[config.mk]
export PLATFORM = sky130hd
export DESIGN_NAME = reset_seq_gen
export DESIGN_NICKNAME = d
export VERILOG_FILES = /design/src/rtl/reset_seq_gen.sv
export SDC_FILE = /design/constraint.sdc
export NUM_CORES = 1
export LEC_CHECK = 0
export ABC_AREA = 1
export BUFFER_PORTS_ARGS = -buffer_cell sky130_fd_sc_hd__buf_4
export CORE_MARGIN = 2
export CORE_UTILIZATION = 41
export CTS_BUF_LIST = sky130_fd_sc_hd__clkbuf_16
export CTS_CLUSTER_DIAMETER = 200
export DETAILED_ROUTE_END_ITERATION = 8
export SETUP_SLACK_MARGIN = 0.1
export SYNTH_ARGS = -nofsm -noshare
export SYNTH_HDL_FRONTEND = slang
export SYNTH_SLANG_ARGS = --single-unit
export TNS_END_PERCENT = 10
[constraint.sdc]
create_clock -name CLK -period 3.3 [get_ports CLK]
set_input_delay 0.33 -clock CLK [delete_from_list [all_inputs] [get_ports CLK]]
set_output_delay 0.33 -clock CLK [all_outputs]
set_load 0.005 [all_outputs]
[src/rtl/reset_seq_gen.sv]
// Reset sequencer: holds OUT_RST_N low for HOLD_CYCLES, releases it, then waits
// (bounded by TIMEOUT_CYCLES) for the downstream domain to acknowledge release.
module reset_seq_gen #(
  parameter int HOLD_CYCLES    = 16,
  parameter int TIMEOUT_CYCLES = 64,
  parameter int CNT_W          = 8
) (
  input  logic CLK,
  input  logic RST,
  input  logic REQ,
  input  logic ACK_RST_N,
  output logic OUT_RST_N,
  output logic BUSY,
  output logic DONE,
  output logic TIMEOUT_ERR
);

  // state      | meaning
  // ST_IDLE    | downstream out of reset, waiting for REQ
  // ST_ASSERT  | OUT_RST_N held low, counting HOLD_CYCLES
  // ST_RELEASE | OUT_RST_N high, waiting for ack_s or timeout
  typedef enum logic [1:0] {
    ST_IDLE    = 2'd0,
    ST_ASSERT  = 2'd1,
    ST_RELEASE = 2'd2
  } state_t;

  localparam logic [CNT_W-1:0] HOLD_LAST = CNT_W'(HOLD_CYCLES - 1);
  localparam logic [CNT_W-1:0] TMO_LAST  = CNT_W'(TIMEOUT_CYCLES - 1);

  state_t           state, state_nxt;
  logic [CNT_W-1:0] cnt, cnt_nxt;
  logic             done_nxt;
  logic             timeout_err_nxt;
  logic             ack_meta, ack_s;

  always_ff @(posedge CLK or posedge RST) begin
    if (RST) begin
      ack_meta <= 1'b0;
      ack_s    <= 1'b0;
    end else begin
      ack_meta <= ACK_RST_N;
      ack_s    <= ack_meta;
    end
  end

  always_comb begin
    state_nxt       = state;
    cnt_nxt         = cnt;
    done_nxt        = 1'b0;
    timeout_err_nxt = TIMEOUT_ERR;
    case (state)
      ST_IDLE: begin
        if (REQ) begin
          state_nxt       = ST_ASSERT;
          cnt_nxt         = '0;
          timeout_err_nxt = 1'b0;
        end
      end
      ST_ASSERT: begin
        if (cnt == HOLD_LAST) begin
          state_nxt = ST_RELEASE;
          cnt_nxt   = '0;
        end else begin
          cnt_nxt = cnt + 1'b1;
        end
      end
      ST_RELEASE: begin
        // ack is checked first so it wins over a same-edge timeout
        if (ack_s) begin
          state_nxt = ST_IDLE;
          done_nxt  = 1'b1;
        end else if (cnt == TMO_LAST) begin
          state_nxt       = ST_IDLE;
          done_nxt        = 1'b1;
          timeout_err_nxt = 1'b1;
        end else begin
          cnt_nxt = cnt + 1'b1;
        end
      end
      default: begin
        state_nxt = ST_ASSERT;
        cnt_nxt   = '0;
      end
    endcase
  end

  // outputs are registered from next-state so they change with the state
  always_ff @(posedge CLK or posedge RST) begin
    if (RST) begin
      state       <= ST_ASSERT;
      cnt         <= '0;
      OUT_RST_N   <= 1'b0;
      BUSY        <= 1'b1;
      DONE        <= 1'b0;
      TIMEOUT_ERR <= 1'b0;
    end else begin
      state       <= state_nxt;
      cnt         <= cnt_nxt;
      OUT_RST_N   <= (state_nxt != ST_ASSERT);
      BUSY        <= (state_nxt != ST_IDLE);
      DONE        <= done_nxt;
      TIMEOUT_ERR <= timeout_err_nxt;
    end
  end

endmodule

==> summary.txt <==
Routing
  • Total iterations of the first detailed-routing run: 4
  • Vias/cell: 4.98
  • Detailed-route DRC error count: 0
  • Vias: 902
  • Final antenna-violating net count: 0
  • Initial drt markers: 22
  • Post-detailed-routing wire length: between 2 and 2.5 mm
  • Post-DR wirelength/cell: 11.8 microns

CTS
  • CTS Buffer Depth: 2
  • H-tree depth: 1
  • CTS tree: yes
  • Num CTS Buffers: 3
  • CTS sink cnt: 16
  • Root Buffer: clkbuf_16
  • Setup Fix Bufs, Post-CTS: 0
  • Clk_lat worst skew: between 0.2 and 0.3 ns
  • Post-cts resize count: 0
  • Hold Buf Count CTS: 0
  • CTS clk-pin slew, worst paths: 0.05 ns

STA
  • Final min period: 1.71 ns
  • Unrepaired setup endpoints after global routing: false
  • Fmax: around 590 MHz
  • Final setup vio count: 0
  • Final Max Tran Viols: 0
  • Worst relative slew slack: slightly above 60%
  • Final Hold Viols: 0
  • Setup_tns: 0 ns
  • Worst-Margin Slew: about 0.58 ns
  • Setup Skew: ~0.002 ns
  • Fin crit share: around half

Critical path
  • Critical path fanouts, max: 11
  • Worst-case reg-to-reg path depth: 8
  • Startpoint types: flop
  • R2R Setup Slk: 1.59 ns
  • CP Capture Type: flop
  • CP Data Required Time: approximately 3.4 ns
  • Crit path DAT: roughly 1.8 ns
  • CP startpoint: state[0]
  • Reg2reg end: cnt[7]
  • Critical Path End: cnt[7]
  • Kind of critical path: reg -> reg
  • Reg2reg start: state[0]

Outcome
  • Outcome: complete, no violations

Cells and area
  • Most frequent cells in the layout: nand2_1, nand3_1, dfrtp_1, inv_1, nor2_1
  • Leading cell type in the layout, fill and taps excluded: nand2_1
  • N_diodes: 0
  • Net count reported at finish: between 150 and 200
  • Share of layout cells above drive strength 1: between 10 and 15%
  • Area growth syn-to-layout: 15.0%

Global route
  • Congestion Overflow GR: 0
  • Overall global routing resource usage: 16.6%
  • Vias in the first global route: between 700 and 800
  • Largest net degree at the start of global routing: 17
  • Initial antenna violation count: 0
  • First-pass GRT wire length: about 3.4 mm

Pwr
  • PwrDens: 595 mW/mm^2
  • Leak Pwr: ~0.64 nW
  • Total power: 0.000711 W
  • Peak VDD IR: between 0.4 and 0.5 mV

Logic synthesis
  • Top cell type's share of synthesized area: between 30% and 40%
  • Average size of a mapped cell: ~7.3 sq um
  • Cell taking the most area after synthesis: dfrtp_1
  • Primary FF master, synth: dfrtp_1
  • Syn Inst Count: ~140
  • Post-synthesis cell type count: 23
  • Area of the mapped netlist: approximately 0.0010 sq mm
  • Yosys warns: 0
  • Post-synth EDFFs: 0
  • Fraction of registers with async set/reset: 100%
  • Ranking of synthesized cells by area: dfrtp_1, nand2_1, nand3_1
  • Seq/Total Area, Yosys: about two fifths
  • FF+latch count, synth: 16
  • Syn nets: between 150 and 200

Placement
  • Port bufs: 7
  • DP HPWL: between 1.5 and 2 mm
  • Routability cong.: between 0.7 and 0.8

Die
  • Row cnt: 18
  • Die height: approximately 54 microns
  • I/O pin count: 8
  • Starting Density: between 40% and 50%
  • Die Wd: 54.4 microns
  • Core area: between 0.002 and 0.0025 sq mm
  • Die footprint: between 0.002 and 0.003 sq mm

Hold path
  • Hold Crit Class: in -> async

Flow run
  • Max-cap check violation count: 0
## final cells by class
class | instances | area, sq um
multi-input cells | 108 | 552
repair buffers | 7 | 52.6
fillers | 233 | 1240
inverters | 16 | 72.6
well taps | 30 | 37.5
flip-flops and latches | 16 | 403
clock buffers | 3 | 75.1
clock inverters | 1 | 3.75
## kinds of logic after synthesis
logic type	synth area share [%]
simple gates	43.3
flops	38.7
buf+inv	8.18
fa+ha+maj	6.02
compound gates	3.73
## synth_stat cells, types with 2 or more instances
master,count
nor2_1,10
nand3_2,3
o21ai_0,2
inv_1,14
dfstp_2,2
nand2_1,55
nand3_1,23
ha_1,5
dfrtp_1,14
o21ai_1,2
## metrics by stage
step / worst slack (ns) / cell area (sq um) / instances / utilization (%) / hold WS (ns)
3_5_place_dp: 1.60 / 1120 / 177 / 45.9 / 0.337
2_1_floorplan: 1.71 / 1040 / 143 / - / 0.242
3_3_place_gp: 1.65 / 1120 / 177 / 45.9 / 0.332
4_1_cts: 1.58 / 1200 / 181 / 49.2 / 0.177
5_1_grt: 1.48 / 1200 / 181 / 49.2 / 0.184
6_report: 1.59 / 1200 / 181 / 49.2 / 0.150
## how the worst min path moves through the flow
| stage | start | end | slack, ns | depth (start not counted) |
|---|---|---|---|---|
| 4_1_cts | RST | cnt[7] | 0.18 | 2 |
| 3_3_place_gp | ack_meta | ack_s | 0.33 | 0 |
| 6_report | RST | cnt[5] | 0.15 | 2 |
| 5_1_grt | ACK_RST_N | ack_meta | 0.18 | 1 |
| 3_5_place_dp | ack_meta | ack_s | 0.34 | 0 |
| 2_1_floorplan | RST | DONE | 0.24 | 1 |
## metal layers
layer  part of all wire [%]  vias up  GRT usage, %
li1                       -      472             -
met1                     50      408          24.1
met2                     43       15          22.3
met3                    4.0        7          3.28
met4                    2.8        0          10.0
met5                      0        -             0
## state kept, by name, indices dropped and copies added (netlist names)
name and count:
BUSY 1, ack_s 1, ack_meta 1, state 2, OUT_RST_N 1, TIMEOUT_ERR 1
DONE 1, cnt 8
## where the power goes
group | total (W) | internal [W] | leakage (nW) | switching, W
Clock | 0.000233 | 0.000160 | 0.0385 | 0.0000724
Combinational | 0.000218 | 0.0000829 | 0.395 | 0.000135
Sequential | 0.000260 | 0.000237 | 0.209 | 0.0000234
Total | 0.000711 | 0.000480 | 0.642 | 0.000231
## worst max-delay path, cell delays in order (launching register included)
cell and delay [ns]:
dfstp_2 0.56, inv_1 0.07, ha_1 0.34, nand2_1 0.16, nand2_4 0.08, nor2_8 0.18, clkinv_8 0.08, nand2_1 0.06
nand2_1 0.06
(Power assumes the default switching activity.)
